--- config.mk ---
export PLATFORM = sky130hd
export DESIGN_NAME = updown_counter_ctl
export DESIGN_NICKNAME = d
export VERILOG_FILES = /design/src/rtl/updown_counter_ctl.sv
export SDC_FILE = /design/constraint.sdc
export NUM_CORES = 1
export LEC_CHECK = 0
export BUFFER_PORTS_ARGS = -buffer_cell sky130_fd_sc_hd__buf_2
export CAP_MARGIN = 20
export CORE_UTILIZATION = 45
export DETAILED_ROUTE_END_ITERATION = 8
export GPL_TIMING_DRIVEN = 0
export PLACE_DENSITY_LB_ADDON = 0.2
export SYNTH_ARGS = -nofsm -noshare
export SYNTH_HDL_FRONTEND = slang
export SYNTH_SLANG_ARGS = --single-unit
--- constraint.sdc ---
create_clock -name clk -period 2.62 [get_ports clk]
set_input_delay 0.131 -clock clk [delete_from_list [all_inputs] [get_ports clk]]
set_output_delay 0.131 -clock clk [all_outputs]
set_load 0.02 [all_outputs]
--- src/rtl/updown_counter_ctl.sv ---
// Prescaled up/down counter with load, clear, programmable limit and wrap/saturate/one-shot boundary modes.
// Outputs are registered; tc pulses the cycle after a boundary step, ovf is sticky until ovf_clr.
module updown_counter_ctl #(
  parameter int CW    = 8,
  parameter int PSC_W = 4
) (
  input  logic             clk,
  input  logic             resetn,
  input  logic             clr,
  input  logic             load,
  input  logic [CW-1:0]    load_val,
  input  logic             en,
  input  logic             dir,
  input  logic [CW-1:0]    limit,
  input  logic [1:0]       mode,
  input  logic [PSC_W-1:0] psc,
  input  logic             ovf_clr,
  output logic [CW-1:0]    c_out,
  output logic             tc,
  output logic             ovf,
  output logic             running
);

  localparam logic [1:0]       MODE_SAT   = 2'b01;
  localparam logic [1:0]       MODE_ONESH = 2'b10;
  localparam logic [CW-1:0]    CNT_ONE    = {{(CW-1){1'b0}}, 1'b1};
  localparam logic [PSC_W-1:0] PSC_ONE    = {{(PSC_W-1){1'b0}}, 1'b1};

  logic [CW-1:0]    cnt_q, cnt_d;
  logic [PSC_W-1:0] p_q, p_d;
  logic             tc_q, tc_d;
  logic             ovf_q, ovf_d;
  logic             running_q, running_d;
  logic             tick;
  logic             at_bound;

  // Equality against the live psc: if psc drops below p, p rolls over through zero.
  assign tick     = en & running_q & (p_q == psc);
  assign at_bound = dir ? (cnt_q >= limit) : (cnt_q == '0);

  always_comb begin
    cnt_d     = cnt_q;
    p_d       = p_q;
    tc_d      = 1'b0;
    ovf_d     = ovf_q & ~ovf_clr;
    running_d = running_q;

    if (clr) begin
      cnt_d     = '0;
      p_d       = '0;
      running_d = 1'b1;
    end else if (load) begin
      cnt_d     = load_val;
      p_d       = '0;
      running_d = 1'b1;
    end else begin
      if (en && running_q) begin
        p_d = tick ? '0 : p_q + PSC_ONE;
      end
      if (tick) begin
        if (at_bound) begin
          tc_d  = 1'b1;
          ovf_d = 1'b1;
          case (mode)
            MODE_SAT:   cnt_d = cnt_q;
            MODE_ONESH: running_d = 1'b0;
            default:    cnt_d = dir ? '0 : limit;
          endcase
        end else begin
          cnt_d = dir ? cnt_q + CNT_ONE : cnt_q - CNT_ONE;
        end
      end
    end
  end

  always_ff @(posedge clk or negedge resetn) begin
    if (!resetn) begin
      cnt_q     <= '0;
      p_q       <= '0;
      tc_q      <= 1'b0;
      ovf_q     <= 1'b0;
      running_q <= 1'b1;
    end else begin
      cnt_q     <= cnt_d;
      p_q       <= p_d;
      tc_q      <= tc_d;
      ovf_q     <= ovf_d;
      running_q <= running_d;
    end
  end

  assign c_out   = cnt_q;
  assign tc      = tc_q;
  assign ovf     = ovf_q;
  assign running = running_q;

endmodule
# Word-level counts from Yosys, hierarchy flattened
# Cells that the tools add are included.
# classes
add_sub_neg,3
n_lt_le_gt_ge,1
eq_ne,4
muxes,25
bitwise,4
reduce_logical,9
# ops
cell,count
$mux W8,7
$mux W4,4
$mux W1,14
$reduce_bool A3 Y1,4
$add A8 B1 Y8 const B,1
$ge A8 B8 Y1,1
$logic_not A8 Y1,1
$sub A8 B1 Y8 const B,1
$add A4 B1 Y4 const B,1
$eq A4 B4 Y1,1
$ne A4 B4 Y1 const B,1
$and A1 B1 Y1,3
$reduce_and A3 Y1,1
$eq A2 B1 Y1 const B,1
$eq A2 B2 Y1 const B,1
$reduce_and A2 Y1,1
$reduce_or A2 Y1,1
$logic_and A1 B1 Y1,1
$not A1 Y1,1
# totals
register_bits,15
inputBits,29

# Depth between registers and ports, before layout
# Gate-level depths: netlist of run 1.
# depth
depth_word,7
depth_mapped,9

# Worst setup path before layout of run 1
# OpenSTA, ideal clock, no wires.
# synth_path
path_kind,register to register
from,register cnt_q[0] (netlist: c_out[0])
to,register cnt_q[3] (netlist: c_out[3])
setup_time_ns,0.103
t_arrival_ns,2.160
required_time_ns,2.517
path_slack_ns,0.357
path_stages_with_launch,9
path_buffers,1
period_less_slack_ns,2.263
cell_sequence,dfrtp_1 -> inv_1 -> ha_1 -> nand2b_1 -> a211oi_1 -> o221ai_1 -> a32o_2 -> buf_6 -> o41ai_2
# synth_via
elab_chain_cells,6
elab_cells_between_ends,12
# synth_lines
element,line,source
"start, declared",29,"logic [CW-1:0] cnt_q, cnt_d;"
"start signal, assigned",84,cnt_q <= cnt_d;
"$sub A8 B1 Y8, or another cell as far along",70,cnt_d = dir ? cnt_q + CNT_ONE : cnt_q - CNT_ONE;
$mux W8 or $mux W1 (tied branches),"70, 39",
$mux W8,61,if (at_bound) begin
$mux W8,60,if (tick) begin
$mux W8,52,end else if (load) begin
$mux W8,48,if (clr) begin
# Several ways; a longest one is shown, not always the timed one. The select of a mux whose other input is x is not followed.
# A chain may end at the register's enable or synchronous reset.

# Final worst setup path of run 1
# Ends and elaborated chain as after synthesis.

==> results of run 1 <==
[worst register-to-register path, delay by kind of cell, from the launching register on]
kind	cells	cell delay, ns
compound gates	4	1.12
fa+ha+maj	1	0.25
buf+inv	2	0.32
flops	1	0.42
simple gates	1	0.14
[stage by stage]
step | cells | util
floorplan | 165 | -
global placement | 233 | 0.570
detailed placement | 233 | 0.570
CTS | 238 | 0.583
global route | 238 | 0.585
finish | 238 | 0.585
[metal layers]
metal | part of all wire | up-vias
li1 | - | 677
met1 | 0.44 | 642
met2 | 0.50 | 32
met3 | 0.040 | 7
met4 | 0.016 | 0
met5 | 0 | -
[final timing paths]
| path | slack [ns] | to |
|---|---|---|
| max reg2reg | 0.27 | c_out[3] |
| max in group asynchronous | 2.04 | running |
| min | 0.02 | ovf |
| min in group asynchronous | 0.27 | p_q[2] |
| max | 0.27 | c_out[3] |
| min reg2reg | 0.55 | ovf |
[Yosys cell counts (all sizes together)]
| library cell | n | share of area |
|---|---|---|
| dfstp | 1 | 0.019 |
| a21o | 1 | 0.011 |
| o21bai | 1 | 0.0054 |
| fa | 1 | 0.014 |
| inv | 15 | 0.041 |
| xor2 | 5 | 0.032 |
| nor2b | 6 | 0.027 |
| o31a | 1 | 0.0063 |
| a32oi | 2 | 0.013 |
| a21oi | 6 | 0.022 |
| o22ai | 3 | 0.014 |
| nand3 | 2 | 0.0072 |
| nor3b | 1 | 0.0054 |
| xnor2 | 6 | 0.038 |
| a221oi | 4 | 0.025 |
| nand2b | 1 | 0.0045 |
| a211oi | 3 | 0.016 |
| a32o | 1 | 0.0081 |
| o211ai | 1 | 0.0054 |
| and2 | 1 | 0.0045 |
| clkbuf | 3 | 0.0081 |
| o21a | 1 | 0.0054 |
| o22a | 1 | 0.0063 |
| a41o | 1 | 0.0072 |
| nor4 | 3 | 0.014 |
| or2 | 4 | 0.018 |
| and3 | 1 | 0.0045 |
| o31ai | 1 | 0.0054 |
| nor3 | 3 | 0.011 |
| dfrtp | 14 | 0.25 |
| nand2 | 20 | 0.054 |
| o41ai | 6 | 0.049 |
| o221ai | 1 | 0.0063 |
| nand4 | 1 | 0.0045 |
| buf | 2 | 0.016 |
| nor2 | 14 | 0.038 |
| ha | 16 | 0.14 |
| o21ai | 11 | 0.040 |
[area by class of cell]
class / instances / share of cell area
multi-input combinational: 130 / 0.561
sequential: 15 / 0.228
timing repair buffer: 38 / 0.118
inverter: 15 / 0.0340
tap: 31 / 0.0234
buffer: 5 / 0.0204
clock buffer: 4 / 0.0159
[power breakdown]
part,switching [mW],total [mW],internal (mW),leakage [nW]
clock network,0.0818,0.141,0.0592,0.0150
registers,0.0348,0.289,0.254,0.197
logic,0.228,0.411,0.183,0.608
total,0.345,0.841,0.496,0.820
[cell families after synthesis]
| logic type | count (synthesis) | synth area share |
|---|---|---|
| AO/OA/AOI/OAI | 45 | 0.244 |
| XOR/XNOR | 11 | 0.0694 |
| adder cells (fa/ha/maj) | 17 | 0.159 |
| buffers and inverters | 20 | 0.0649 |
| flip-flops | 15 | 0.271 |
| AND/OR/NAND/NOR | 57 | 0.192 |
[state kept, by name, indices dropped and copies added, names as in the netlist]
signal	cells
c_out	8
p_q	4
ovf	1
running	1
tc	1
[what timing repair did]
action / 4_1_cts / 5_1_grt
resized for setup: 0 / 1
hold buffers: 1 / 0
endpoints found under the hold margin: 14 / 0
endpoints found under the setup margin: 0 / 1
==> metrics.txt, run 1 <==
Storage cell area between 300 and 400 µm²; count of H-tree levels built during CTS 1; IR drop worst, VDD 0.282 mV; Peak Freq ~430 MHz; number of library cell types mapped by synthesis 40; largest stage delay on the critical path 0.42 ns; Antenna Nets Post-Route 0; Synth Register Bits 15; aggregate negative setup slack 0 ns; hold_sp ovf_clr; TritonCTS sink count 15; number of buffers inserted to repair setup after CTS 0; TritonCTS buffer count 3; starting density of the core 0.491; time the final worst path needs with I/O delays and setup 2.35 ns; number of input and output port buffers inserted 37; Netlist Area Pre-Place around 1400 µm²; final setup violating endpoints 0; crit-path leading delay family compound AO/OA/AOI/OAI gates; most common cell after layout, fill and taps aside sky130_fd_sc_hd__buf_2; unrepaired setup endpoints after global routing false; mean cell area of the mapped netlist between 8 and 9 µm²; Detailed Routing Iterations Pass 1 6; sum of internal, switching and leakage power roughly 0.84 mW; pin count of the biggest net entering global routing 16; vias in the first global route 1339; GRT met3 Usage 0.0272; largest buffer count on any clock path 2; Reg2Reg Launch Point c_out[0]; core outline area 2830 µm²; fraction of met2 tracks used by global routing 0.402; number of warnings reported in the yosys synthesis log 0; total power divided by cell area ~510 nW/µm²; critical path data arrival time between 2 and 3 ns; max-cap violation count 0; antenna violations before repair 0; CP cell instances inv_1, ha_1, nand2b_1, a211oi_1, o221ai_2, a32o_2, buf_6, o41ai_2; final routed DRC violation total 2; Min-Delay Path Class input pin to flip-flop; RD Place Congestion a little over 0.8; wire length of the first global-routing pass a little under 6 mm; master cell of the clock root buffer sky130_fd_sc_hd__clkbuf_4; # IOs 40; HPWL after detailed placement between 2 and 3 mm; routed length per instance between 10 and 15 µm; Buffers & Inverters on Critical Path 2; Worst path depth 8; CTS tree yes; total cell area at the placement stage between 1500 and 2000 µm²; share of layout cells above drive strength 1 0.246; cell type of the slowest stage on the worst timing path sky130_fd_sc_hd__dfrtp_1; CP required 2.81 ns; Final Cycle Share 0.896; layout overhead on the synthesized area 19.2%; leakage power 0.820 nW; insertion delay of the later-clocked pin in the worst-skew pair 0.29 ns; die width 57.6 µm; status finished with violations; worst-margin pin slew approximately 0.5 ns; nets about 250; pre-CTS WS roughly 0.24 ns; setup clock skew after layout between 0.006 and 0.007 ns; chip height around 58 µm; CP endpoint kind flip-flop; minimum setup slack in the final design 0.271 ns; detailed-route wire length 3.38 mm; sequential cell area fraction in the yosys report 0.271; leftover overflow at the end of global routing 0; final cell area excluding filler cells 1660 µm²; nature of the critical path startpoint flip-flop; vias after detailed routing 1358; critical path launch point c_out[0]; row cnt 19; hold path cells 2; die area between 3000 and 4000 µm²; depth of the worst register-to-register path 8; Fin Hold WS between 0.015 and 0.02 ns; met1 Resource Use GR 0.280; worst-case headroom to the max-slew limit 0.674; Worst-path clk slew 0.09 ns; final count of hold timing violations 0; Via density between 5 and 6; drt first-iter violations 72; number of max-slew violations in the final report 0; kind of critical path flip-flop to flip-flop; total nets after synthesis about 210; Most Crowded Layer GR met2; total inserted antenna cells 0; multi-input logic area just over 900 µm²; top library cells by usage in the layout, fill and taps aside 37 x sky130_fd_sc_hd__buf_2, 20 x sky130_fd_sc_hd__nand2_1, 16 x sky130_fd_sc_hd__ha_1; Synth Instances between 150 and 200; violated checks DRC; critical path peak fanout 10; overall global routing resource usage 0.225; count of filler cells inserted in the layout between 200 and 300
No activity file was read; power rests on OpenSTA's default activity.
==> run 2: changes to the inputs <==
--- a/config.mk
+++ b/config.mk
@@ -5,6 +5,7 @@
 export SDC_FILE = /design/constraint.sdc
 export NUM_CORES = 1
 export LEC_CHECK = 0
+export ABC_AREA = 1
 export BUFFER_PORTS_ARGS = -buffer_cell sky130_fd_sc_hd__buf_2
 export CAP_MARGIN = 20
 export CORE_UTILIZATION = 45
==> run 2 against run 1 <==
The run now ends clean. Sequential power increased by 3%. Combinational power about the same. Synthesized cell count increased by 31%. Global-route usage decreased by 2.1 points. Final area increased by 6.6%. Worst hold slack got worse by 0.011 ns. Register-to-register slack improved by 0.42 ns. Critical path depth increased by 7. Clock skew decreased by 0.0018 ns. Setup slack improved by 0.42 ns. Total power decreased by 0.68%. Critical path type unchanged. Largest cell class unchanged.
==> metrics.txt, run 2 <==
vias after detailed routing 1443 (+6.3%); worst-case headroom to the max-slew limit 0.696 (+0.0224); starting density of the core 0.480 (-0.0109); TritonCTS buffer count 3 (unchanged); master cell of the clock root buffer sky130_fd_sc_hd__clkbuf_4; Worst-path clk slew 0.08 ns (about the same); top cells by count, synth 60 x sky130_fd_sc_hd__nand2_1, 28 x sky130_fd_sc_hd__inv_1, 24 x sky130_fd_sc_hd__nor2_1; drt first-iter violations 44 (-39%); kind of critical path flip-flop to flip-flop; critical path data arrival time 2.11 ns (-0.43 ns); CP endpoint kind flip-flop; area share of the leading cell type in the synthesized netlist 0.237 (-0.0152); destination of the worst hold path ovf; Synth Instances 216 (+31%); final core utilization 0.573 (-0.0120); Largest register FFs 8 (unchanged); share of flip-flops with an asynchronous set or reset 1.00 (unchanged); post-synthesis cell type with the largest combined area sky130_fd_sc_hd__dfrtp_1; Fin Hold WS 0.00853 ns (-0.0109 ns); number of library cell types mapped by synthesis 27 (-33%); aggregate negative setup slack 0 ns (unchanged); part of the power in registers 0.357 (+0.013); HPWL after detailed placement 2.66 mm (-1.3%); die area 3520 µm² (+6.2%); count of filler cells inserted in the layout 306 (+5.9%); nets 307 (+21%); Synth Register Bits 15 (unchanged); routed length per instance 10.7 µm (-25%); nature of the critical path startpoint flip-flop; Detailed Routing Iterations Pass 1 4 (-2); Final Cycle Share 0.738 (-0.159); largest buffer count on any clock path 2 (unchanged); sum of internal, switching and leakage power 0.835 mW (-0.68%); insertion delay of the later-clocked pin in the worst-skew pair 0.28 ns (about the same); register-to-register setup slack 0.69 ns (+0.42 ns); CTS tree yes; final instance count without filler cells 304 (+28%); wire length of the first global-routing pass 5.36 mm (-7.2%); overall global routing resource usage 0.204 (-0.0215); detailed-route wire length 3.26 mm (-3.7%); time the final worst path needs with I/O delays and setup 1.93 ns (-0.416 ns); row cnt 20 (+1); Most Crowded Layer GR met2; total power divided by cell area 473 nW/µm² (-6.8%); pin count of the biggest net entering global routing 16 (unchanged); cell with the most instances after synthesis sky130_fd_sc_hd__nand2_1; layout overhead on the synthesized area 19.4%; top library cells by usage in the layout, fill and taps aside 60 x sky130_fd_sc_hd__nand2_1, 39 x sky130_fd_sc_hd__buf_2, 28 x sky130_fd_sc_hd__inv_1; share of layout cells above drive strength 1 0.219 (-0.0271); final routed DRC violation total 0 (-2); Min-Delay Path Class input pin to flip-flop; unrepaired setup endpoints after global routing false; number of warnings reported in the yosys synthesis log 0 (unchanged); total inserted antenna cells 0 (unchanged); number of max-slew violations in the final report 0 (unchanged); fraction of met2 tracks used by global routing 0.326 (-0.0762); final setup violating endpoints 0 (unchanged); terminus of the critical flop-to-flop path c_out[4]; fraction of power spent switching nets 0.422 (+0.0125); leakage power 1.00 nW (+22%); die width 59.3 µm (+3.0%); max-cap violation count 0 (unchanged); final count of hold timing violations 0 (unchanged); worst-margin pin slew 0.454 ns (-0.0342 ns); Cell Count Post-Placement 299 (+28%); count of flip-flops with a built-in enable after synthesis 0 (unchanged); clock network power share 0.153 (-0.015); combinational group share of total power 0.490 (+0.002); IR drop worst, VDD 0.331 mV (+17%); RD Place Congestion 0.847 (+2.3%); antenna violations before repair 0 (unchanged); hold path cells 2 (unchanged); design internal power 0.482 mW (-2.8%); GRT met3 Usage 0.0459 (+0.0186); mean cell area of the mapped netlist 6.84 µm² (-19%); core outline area 3080 µm² (+8.8%); Antenna Nets Post-Route 0 (unchanged); top_reg_cell synth sky130_fd_sc_hd__dfrtp_1; top cells by area, synth sky130_fd_sc_hd__dfrtp_1 24%, sky130_fd_sc_hd__nand2_1 15%, sky130_fd_sc_hd__ha_1 14%; setup clock skew after layout 0.00510 ns (-0.00183 ns); chip height 59.3 µm (+3.0%); number of buffers inserted to repair setup after CTS 0 (unchanged); critical path peak fanout 10 (unchanged); total nets after synthesis 262 (+24%); met1 Resource Use GR 0.288 (+0.00803); Via density 4.75 (-17%); number of input and output port buffers inserted 39 (+5.4%); Peak Freq 517 MHz (+22%); Netlist Area Pre-Place 1480 µm² (+6.4%); CP required 2.80 ns (about the same); sequential cell area fraction in the yosys report 0.255 (-0.0163); hold_sp ovf_clr; status finished clean; vias in the first global route 1222 (-8.7%); leftover overflow at the end of global routing 0 (unchanged); count of H-tree levels built during CTS 1 (unchanged); switching power 0.353 mW (+2.3%); post-cts repair resize count 0 (unchanged); depth of the worst register-to-register path 15 (+7); most common cell after layout, fill and taps aside sky130_fd_sc_hd__nand2_1; TritonCTS sink count 15 (unchanged); # IOs 40 (unchanged); Reg2Reg Launch Point c_out[0]
run 2: stage by stage:
step / cell area [µm²] / setup slack (ns)
floorplan: 1480 / 0.827
CTS: 1760 / 0.672
detailed placement: 1730 / 0.683
global placement: 1730 / 0.705
finish: 1760 / 0.687
global route: 1760 / 0.469
run 2: cell families (layout without fill, tap and decap cells):
kind of cell	after synthesis	after routing	share of synthesized area
adder cells (fa/ha/maj)	17	17	0.149
flip-flops	15	15	0.255
buffers and inverters	32	76	0.0864
XOR/XNOR	11	11	0.0652
AO/OA/AOI/OAI	28	28	0.105
AND/OR/NAND/NOR	113	113	0.340
run 2: critical path: stages (launching register included):
cell                      delay [ns]
sky130_fd_sc_hd__dfrtp_1        0.41
sky130_fd_sc_hd__inv_2          0.09
sky130_fd_sc_hd__ha_1           0.28
sky130_fd_sc_hd__inv_1          0.03
sky130_fd_sc_hd__nand2_1        0.05
sky130_fd_sc_hd__nand2_1        0.04
sky130_fd_sc_hd__nand2_1        0.05
sky130_fd_sc_hd__nand2_1        0.05
sky130_fd_sc_hd__nand2_1        0.08
sky130_fd_sc_hd__nand2_1        0.07
sky130_fd_sc_hd__nand2_2        0.12
sky130_fd_sc_hd__nand2_2        0.16
sky130_fd_sc_hd__o21ai_0        0.21
sky130_fd_sc_hd__nand2_1        0.07
sky130_fd_sc_hd__nand2_1        0.08
sky130_fd_sc_hd__nand2_1        0.05
run 2: per-layer routing:
metal  vias to the layer above  routed length [µm]
li1                        781                   -
met1                       635                1640
met2                        25                1490
met3                         2                 119
met4                         0                  11
met5                         -                   0
run 2: cell type report:
class / instances / area [µm²] / area share
sequential: 15 / 377 / 0.213
inverter: 30 / 113 / 0.0638
tap: 44 / 55.1 / 0.0312
clock buffer: 4 / 26.3 / 0.0149
multi-input combinational: 169 / 973 / 0.552
timing repair buffer: 40 / 205 / 0.116
buffer: 2 / 15.0 / 0.00851
run 2: power groups by stage:
stage	sequential, mW	clock (mW)	combinational, mW
final	0.298	0.127	0.409
after global routing	0.303	0.142	0.472
after CTS	0.299	0.133	0.411
after detailed placement	0.303	0	0.408
after global placement	0.304	0	0.402
after floorplan	0.316	0	0.281
run 2: worst max path at each step:
stage | start | to | slack, ns | cells after the start
2_1_floorplan | c_out[0] | c_out[3] | 0.83 | 16
3_3_place_gp | c_out[0] | c_out[4] | 0.71 | 15
3_5_place_dp | c_out[0] | c_out[4] | 0.68 | 15
4_1_cts | c_out[0] | c_out[4] | 0.67 | 15
5_1_grt | c_out[0] | c_out[4] | 0.47 | 15
6_report | c_out[0] | c_out[4] | 0.69 | 15
run 2: timing repair:
action                     4_1_cts  5_1_grt
hold buffers                     1        0
hold endpoints to repair        14        0
setup endpoints to repair        0        0
